File: src/rtl/div_issue_ctrl_pkg.sv
// Shared types and constants for the EX-stage divide issue controller.
// The optional divide-by-zero shortcut is selected with DIV_ZERO_BYPASS_EN.
package div_issue_ctrl_pkg;

    typedef enum logic [2:0] {
        DIV_CTL_IDLE  = 3'd0,
        DIV_CTL_ISSUE = 3'd1,
        DIV_CTL_WAIT  = 3'd2,
        DIV_CTL_DONE  = 3'd3,
        DIV_CTL_DRAIN = 3'd4
    } div_ctl_state_e;

    // Annul hold time after a flush; long enough for the divider's
    // DivByZero -> DivEnd -> ready path to finish.
    localparam int          DRAIN_CYCLES_DEF = 3;
    localparam logic        RST_ENABLE       = 1'b1;
    localparam logic [31:0] ZERO_WORD        = 32'h0000_0000;
    localparam logic        DIV_START        = 1'b1;

endpackage

File: src/rtl/div_issue_ctrl_if.sv
// Controller <-> multi-cycle divider connection.
// Handshake: start is a one-cycle request with signed_div/op1/op2 held stable
// until ready; ready is a one-cycle pulse with result valid in that cycle only;
// annul aborts the operation and any ready seen while annul is high is stale.
interface div_issue_ctrl_if;
    logic        start;
    logic        annul;
    logic        signed_div;
    logic [31:0] op1;
    logic [31:0] op2;
    logic [63:0] result;
    logic        ready;

    modport master (
        output start, annul, signed_div, op1, op2,
        input  result, ready
    );

    modport slave (
        input  start, annul, signed_div, op1, op2,
        output result, ready
    );
endinterface

File: src/rtl/div_issue_ctrl.sv
// EX-stage DIV/DIVU initiator: issues to the divider, stalls until the result
// returns, writes {HI,LO}, and annuls/drains on flush. Option: DIV_ZERO_BYPASS_EN.
module div_issue_ctrl
    import div_issue_ctrl_pkg::*;
#(
    parameter int DRAIN_CYCLES = DRAIN_CYCLES_DEF
) (
    input  logic                   clk,
    input  logic                   rst,
    input  logic                   ex_div_req_i,
    input  logic                   ex_div_signed_i,
    input  logic [31:0]            ex_op1_i,
    input  logic [31:0]            ex_op2_i,
    input  logic                   flush_i,
    div_issue_ctrl_if.master       div,
    output logic                   stall_o,
    output logic                   hilo_we_o,
    output logic [31:0]            hi_o,
    output logic [31:0]            lo_o,
    output div_ctl_state_e         state_dbg
);

    localparam logic [1:0] DRAIN_LOAD = 2'(DRAIN_CYCLES - 1);

    div_ctl_state_e state, state_nxt;
    logic [1:0]     drain_cnt;
    logic           accept;
    logic           start_c;
    logic           annul_c;
    logic           capture;
    logic           zero_bypass;
    logic           sgn_q;
    logic [31:0]    op1_q, op2_q, hi_q, lo_q;

`ifdef DIV_ZERO_BYPASS_EN
    assign zero_bypass = (ex_op2_i == ZERO_WORD);
`else
    assign zero_bypass = 1'b0;
`endif

    always_comb begin
        state_nxt = state;
        start_c   = 1'b0;
        annul_c   = 1'b0;
        stall_o   = 1'b0;
        hilo_we_o = 1'b0;
        accept    = 1'b0;
        capture   = 1'b0;
        case (state)
            DIV_CTL_IDLE: begin
                // A flush in the same cycle kills the instruction in EX.
                if (ex_div_req_i && !flush_i) begin
                    accept    = 1'b1;
                    stall_o   = 1'b1;
                    state_nxt = zero_bypass ? DIV_CTL_DONE : DIV_CTL_ISSUE;
                end
            end
            DIV_CTL_ISSUE: begin
                stall_o = 1'b1;
                if (flush_i) begin
                    state_nxt = DIV_CTL_DRAIN;
                end else begin
                    start_c   = DIV_START;
                    state_nxt = DIV_CTL_WAIT;
                end
            end
            DIV_CTL_WAIT: begin
                stall_o = 1'b1;
                if (flush_i) begin
                    state_nxt = DIV_CTL_DRAIN;
                end else if (div.ready) begin
                    capture   = 1'b1;
                    state_nxt = DIV_CTL_DONE;
                end
            end
            DIV_CTL_DONE: begin
                hilo_we_o = !flush_i;
                state_nxt = DIV_CTL_IDLE;
            end
            DIV_CTL_DRAIN: begin
                annul_c = 1'b1;
                if (drain_cnt == 2'd0) begin
                    state_nxt = DIV_CTL_IDLE;
                end
            end
            default: state_nxt = DIV_CTL_IDLE;
        endcase
    end

    always_ff @(posedge clk) begin
        if (rst == RST_ENABLE) begin
            state     <= DIV_CTL_IDLE;
            drain_cnt <= 2'd0;
            sgn_q     <= 1'b0;
            op1_q     <= ZERO_WORD;
            op2_q     <= ZERO_WORD;
            hi_q      <= ZERO_WORD;
            lo_q      <= ZERO_WORD;
        end else begin
            state <= state_nxt;
            if (accept) begin
                sgn_q <= ex_div_signed_i;
                op1_q <= ex_op1_i;
                op2_q <= ex_op2_i;
            end
            if (state_nxt == DIV_CTL_DRAIN && state != DIV_CTL_DRAIN) begin
                drain_cnt <= DRAIN_LOAD;
            end else if (state == DIV_CTL_DRAIN && drain_cnt != 2'd0) begin
                drain_cnt <= drain_cnt - 2'd1;
            end
            if (capture) begin
                hi_q <= div.result[63:32];
                lo_q <= div.result[31:0];
            end else if (accept && zero_bypass) begin
                hi_q <= ZERO_WORD;
                lo_q <= ZERO_WORD;
            end
        end
    end

    assign div.start      = start_c;
    assign div.annul      = annul_c;
    assign div.signed_div = sgn_q;
    assign div.op1        = op1_q;
    assign div.op2        = op2_q;
    assign hi_o           = hi_q;
    assign lo_o           = lo_q;
    assign state_dbg      = state;

endmodule

File: src/flat_wrapper.sv
// flat-port wrapper written by rule: the top's interface ports become plain ports
module div_issue_ctrl_flat import div_issue_ctrl_pkg::*;
#(
    parameter int DRAIN_CYCLES = DRAIN_CYCLES_DEF
)
  (clk, rst, ex_div_req_i, ex_div_signed_i, ex_op1_i, ex_op2_i, flush_i, stall_o, hilo_we_o, hi_o, lo_o, state_dbg, div_start, div_annul, div_signed_div, div_op1, div_op2, div_result, div_ready);
  div_issue_ctrl_if div_i ();
  input  logic clk;
  input  logic rst;
  input  logic ex_div_req_i;
  input  logic ex_div_signed_i;
  input  logic [31:0] ex_op1_i;
  input  logic [31:0] ex_op2_i;
  input  logic flush_i;
  output logic stall_o;
  output logic hilo_we_o;
  output logic [31:0] hi_o;
  output logic [31:0] lo_o;
  output div_ctl_state_e state_dbg;
  output wire logic [$bits(div_i.start)-1:0] div_start;
  output wire logic [$bits(div_i.annul)-1:0] div_annul;
  output wire logic [$bits(div_i.signed_div)-1:0] div_signed_div;
  output wire logic [$bits(div_i.op1)-1:0] div_op1;
  output wire logic [$bits(div_i.op2)-1:0] div_op2;
  input wire logic [$bits(div_i.result)-1:0] div_result;
  input wire logic [$bits(div_i.ready)-1:0] div_ready;
  assign div_start = div_i.start;
  assign div_annul = div_i.annul;
  assign div_signed_div = div_i.signed_div;
  assign div_op1 = div_i.op1;
  assign div_op2 = div_i.op2;
  assign div_i.result = div_result;
  assign div_i.ready = div_ready;
  div_issue_ctrl #(.DRAIN_CYCLES(DRAIN_CYCLES)) u_core (.clk(clk), .rst(rst), .ex_div_req_i(ex_div_req_i), .ex_div_signed_i(ex_div_signed_i), .ex_op1_i(ex_op1_i), .ex_op2_i(ex_op2_i), .flush_i(flush_i), .div(div_i), .stall_o(stall_o), .hilo_we_o(hilo_we_o), .hi_o(hi_o), .lo_o(lo_o), .state_dbg(state_dbg));
endmodule
File: config.mk
export PLATFORM = sky130hd
export DESIGN_NAME = div_issue_ctrl_flat
export DESIGN_NICKNAME = d
export VERILOG_FILES = /design/src/rtl/div_issue_ctrl_pkg.sv /design/src/rtl/div_issue_ctrl_if.sv /design/src/rtl/div_issue_ctrl.sv /design/src/flat_wrapper.sv
export SDC_FILE = /design/constraint.sdc
export NUM_CORES = 1
export LEC_CHECK = 0
export ABC_CLOCK_PERIOD_IN_PS = 3620
export CAP_MARGIN = 20
export CORE_MARGIN = 2
export CORE_UTILIZATION = 44
export CTS_BUF_LIST = sky130_fd_sc_hd__clkbuf_16
export DETAILED_ROUTE_END_ITERATION = 8
export HOLD_SLACK_MARGIN = 0.03
export PLACE_DENSITY = 0.91
export SLEW_MARGIN = 0
export SYNTH_ARGS = -nofsm -noshare
export SYNTH_HDL_FRONTEND = slang
export SYNTH_SLANG_ARGS = --single-unit
File: constraint.sdc
create_clock -name clk -period 3.62 [get_ports clk]
set_input_delay 0.362 -clock clk [delete_from_list [all_inputs] [get_ports clk]]
set_output_delay 0.362 -clock clk [all_outputs]
set_load 0.02 [all_outputs]
==> results.toml <==
[run_status]
status = "completed"

[synth]
synth-adder-area-share = 0.00231
post_syn_nets = 728
synth-seq-area-share = 0.494
synthMuxAreaShare = 0.240
synth_simple_gate_area_frac = 0.196
netlist_instances = 593
fraction_of_synthesized_cell_area_in_xor_and_xnor_cells = 0.00323
synth_warnings = 0
synth-async-reset-ratio = 0
syn_area_um2 = 5430
ys_types = 26
syn_avg_cell_area_um2 = 9.15
ys_seq_elements = 134
synth_top_family_by_area = "multiplexers"
edff_count_synth = 0
synth_compound_gate_area_share = 0.00623
ys_dominant_reg_cell = "sky130_fd_sc_hd__dfxtp_1"

[min_path]
hp-start = "u_core.div.op1[0]$_SDFFE_PP0P_"
holdPathStages = 2
hold_class = "reg -> reg"
whs_endpoint = "u_core.div.op1[0]$_SDFFE_PP0P_"

[global_routing]
grt_start_max_net_pins = 109
grt_util_all_layers = 0.216
via_count_of_the_first_global_routing_pass = 4676
global_route.overflow_total = 0
grt_antenna_before_repair = 0
grt_first_pass_wirelength_um = 22500

[setup_path]
worst_r2r_startpoint = "u_core.state_dbg[1]$_SDFF_PP0_"
critical_path.cell_chain = "xor2_1 -> a21o_1 -> clkdlybuf4s50_1"
worstReg2RegEnd = "u_core.lo_o[15]$_SDFFE_PP0P_"
critical_path_peak_fanout = 9
crit_path_capture_type = "primary output"
r2r.worst_path.cells = 3
setup.worst_path.start_class = "flop"
cpMaxStageDelayCell = "sky130_fd_sc_hd__clkdlybuf4s50_1"
timing.critical_path.required_ns = 3.26
worst_ep_arrival_time_ns = 2.03
r2r_setup_slack_ns = 1.72
setup.worst_path.class = "reg -> out"
cp_slowest_stage_delay_ns = 0.59

[floorplanning]
placeableCoreArea_um2 = 12000
die-area_um2 = 13200
floorplan.rows = 40
top_level_ports = 270
initial_core_util = 0.452
dieWidth_um = 115
fp.dieH_um = 115

[clock_network]
clock_root_buffer_master = "sky130_fd_sc_hd__clkbuf_16"
cts_made_buffers = 17
clk-insertion-delay-late_ns = 0.41
clk_transition_reported_paths_ns = 0.06
h_tree_depth = 4
cts.repair.resized = 0
cts-hold-fix-buffers = 0
cts_max_path_buffers = 2
clkSinkCount = 134
cts_setup_buffers = 0
cts_tree = "yes"

[sta]
hold_viol = 0
tightest_slew_ns = 0.596
fin_crit_sh = 0.660
slew_violations = 0
setup_violations = 0
finalWorstPathRequiredPeriod_ns = 2.39
timing.slew.headroom = 0.602
setup_total_negative_slack_ns = 0
final.setup_skew_ns = 0.00529
max_clock_freq_mhz = 418
rsz_0062_raised_after_global_routing = "false"

[routing]
number_of_drc_markers_in_iteration_0 = 219
detailroute.via_count = 4782
wire_per_inst_um = 14.3
drtPass1Iterations = 4
wl_um = 14300
routed_via_density = 4.77
drcViolationCount = 0
drt.antenna.violating_nets = 0

[power_and_ir_drop]
power_density_over_the_cells_nw_per_um2 = 420
power.static_leakage_uw = 0.00322
irDropWorstVdd_uv = 245

[final_layout]
fin_util = 0.721
post_route_cells_drive_above_1_share = 0.0503
antenna_diodes = 0
commonest_non_fill_non_tap_cells_in_the_layout = "sky130_fd_sc_hd__clkdlybuf4s50_1 (269), sky130_fd_sc_hd__nand2_1 (259), sky130_fd_sc_hd__dfxtp_1 (134), sky130_fd_sc_hd__mux2i_1 (129), sky130_fd_sc_hd__clkbuf_16 (17)"
total_number_of_nets_in_the_final_design = 977
relative_area_change_from_synthesis_to_final_layout_pct = 59.6
layout_commonest_cell = "sky130_fd_sc_hd__clkdlybuf4s50_1"

[placed_design]
buffer_ports.inserted = 269
gpl.final_weighted_congestion = 0.790
detail_placement_hpwl_um = 10200

[job]
max_cap_viol_count = 0
## power breakdown
group          switching (µW)  internal [µW]  total (µW)
registers                25.3           1520        1550
logic                     204            262         466
clock network             626           1000        1630
## metrics by stage
stage | std cells | setup WS [ns] | hold slack (ns) | power [µW] | area (µm²)
2_1_floorplan | 593 | 1.81 | 0.431 | 1790 | 5430
3_3_place_gp | 970 | 1.38 | 0.441 | 2040 | 8100
3_5_place_dp | 970 | 1.32 | 0.447 | 2040 | 8100
4_1_cts | 1002 | 1.21 | 0.456 | 3670 | 8660
5_1_grt | 1002 | 1.12 | 0.471 | 3770 | 8660
6_report | 1002 | 1.23 | 0.454 | 3640 | 8660
## layout make-up
class | count | area [µm²]
flip-flops and latches | 134 | 2680
fillers | 866 | 3350
well taps | 147 | 184
multi-input cells | 409 | 2440
repair buffers | 276 | 2770
clock buffers | 17 | 425
inverters | 4 | 20.0
clock inverters | 15 | 140
## worst max-delay path: cells and delay by family (launching register included)
family                 cells  cell delay (ns)
AO/OA/AOI/OAI              1             0.16
XOR/XNOR                   1             0.32
buffers and inverters      1             0.59
flip-flops                 1             0.55
## worst max path at each step
stage / slack (ns) / start / endpoint
after floorplan: 1.81 / u_core.state_dbg[1]$_SDFF_PP0_ / stall_o
after global placement: 1.38 / flush_i / u_core.lo_o[11]$_SDFFE_PP0P_
after detailed placement: 1.32 / flush_i / u_core.lo_o[16]$_SDFFE_PP0P_
after CTS: 1.21 / u_core.state_dbg[1]$_SDFF_PP0_ / stall_o
after global routing: 1.12 / u_core.state_dbg[1]$_SDFF_PP0_ / stall_o
final: 1.23 / u_core.state_dbg[1]$_SDFF_PP0_ / stall_o
## per-layer routing
layer,vias to the layer above,global-route usage,wire [µm],part of all wire
li1,2407,-,-,-
met1,2172,0.237,5700,0.40
met2,176,0.369,6920,0.48
met3,27,0.0843,1320,0.092
met4,0,0.0956,357,0.025
met5,-,0,0,0
## logic make-up (layout without fill, tap and decap cells)
kind of cell	Yosys count	count (layout)
buffers and inverters	50	312
AOI/OAI and AO/OA	5	5
muxes	130	130
adders and majority gates	1	1
DFF	134	134
and+or+nand+nor	271	271
xor gates and xnor gates	2	2
## flip-flops by register name, summed over array words and instances, names as in the netlist
signal / count
u_core.state_dbg: 3
u_core.lo_o: 32
u_core.div.signed_div: 1
u_core.div.op2: 32
u_core.div.op1: 32
u_core.hi_o: 32
u_core.drain_cnt: 2
## cells in the mapped netlist (2+ instances only)
library cell,instances,share of area
sky130_fd_sc_hd__and3_1,4,0.0046
sky130_fd_sc_hd__buf_4,6,0.0083
sky130_fd_sc_hd__nand2_1,259,0.18
sky130_fd_sc_hd__mux2i_1,129,0.24
sky130_fd_sc_hd__buf_2,2,0.0018
sky130_fd_sc_hd__clkbuf_1,26,0.018
sky130_fd_sc_hd__inv_1,3,0.0021
sky130_fd_sc_hd__buf_6,7,0.015
sky130_fd_sc_hd__nor2_1,2,0.0014
sky130_fd_sc_hd__dfxtp_1,134,0.49
sky130_fd_sc_hd__buf_8,4,0.011
sky130_fd_sc_hd__a21oi_1,3,0.0028
Power figures use the tool's default switching activity.
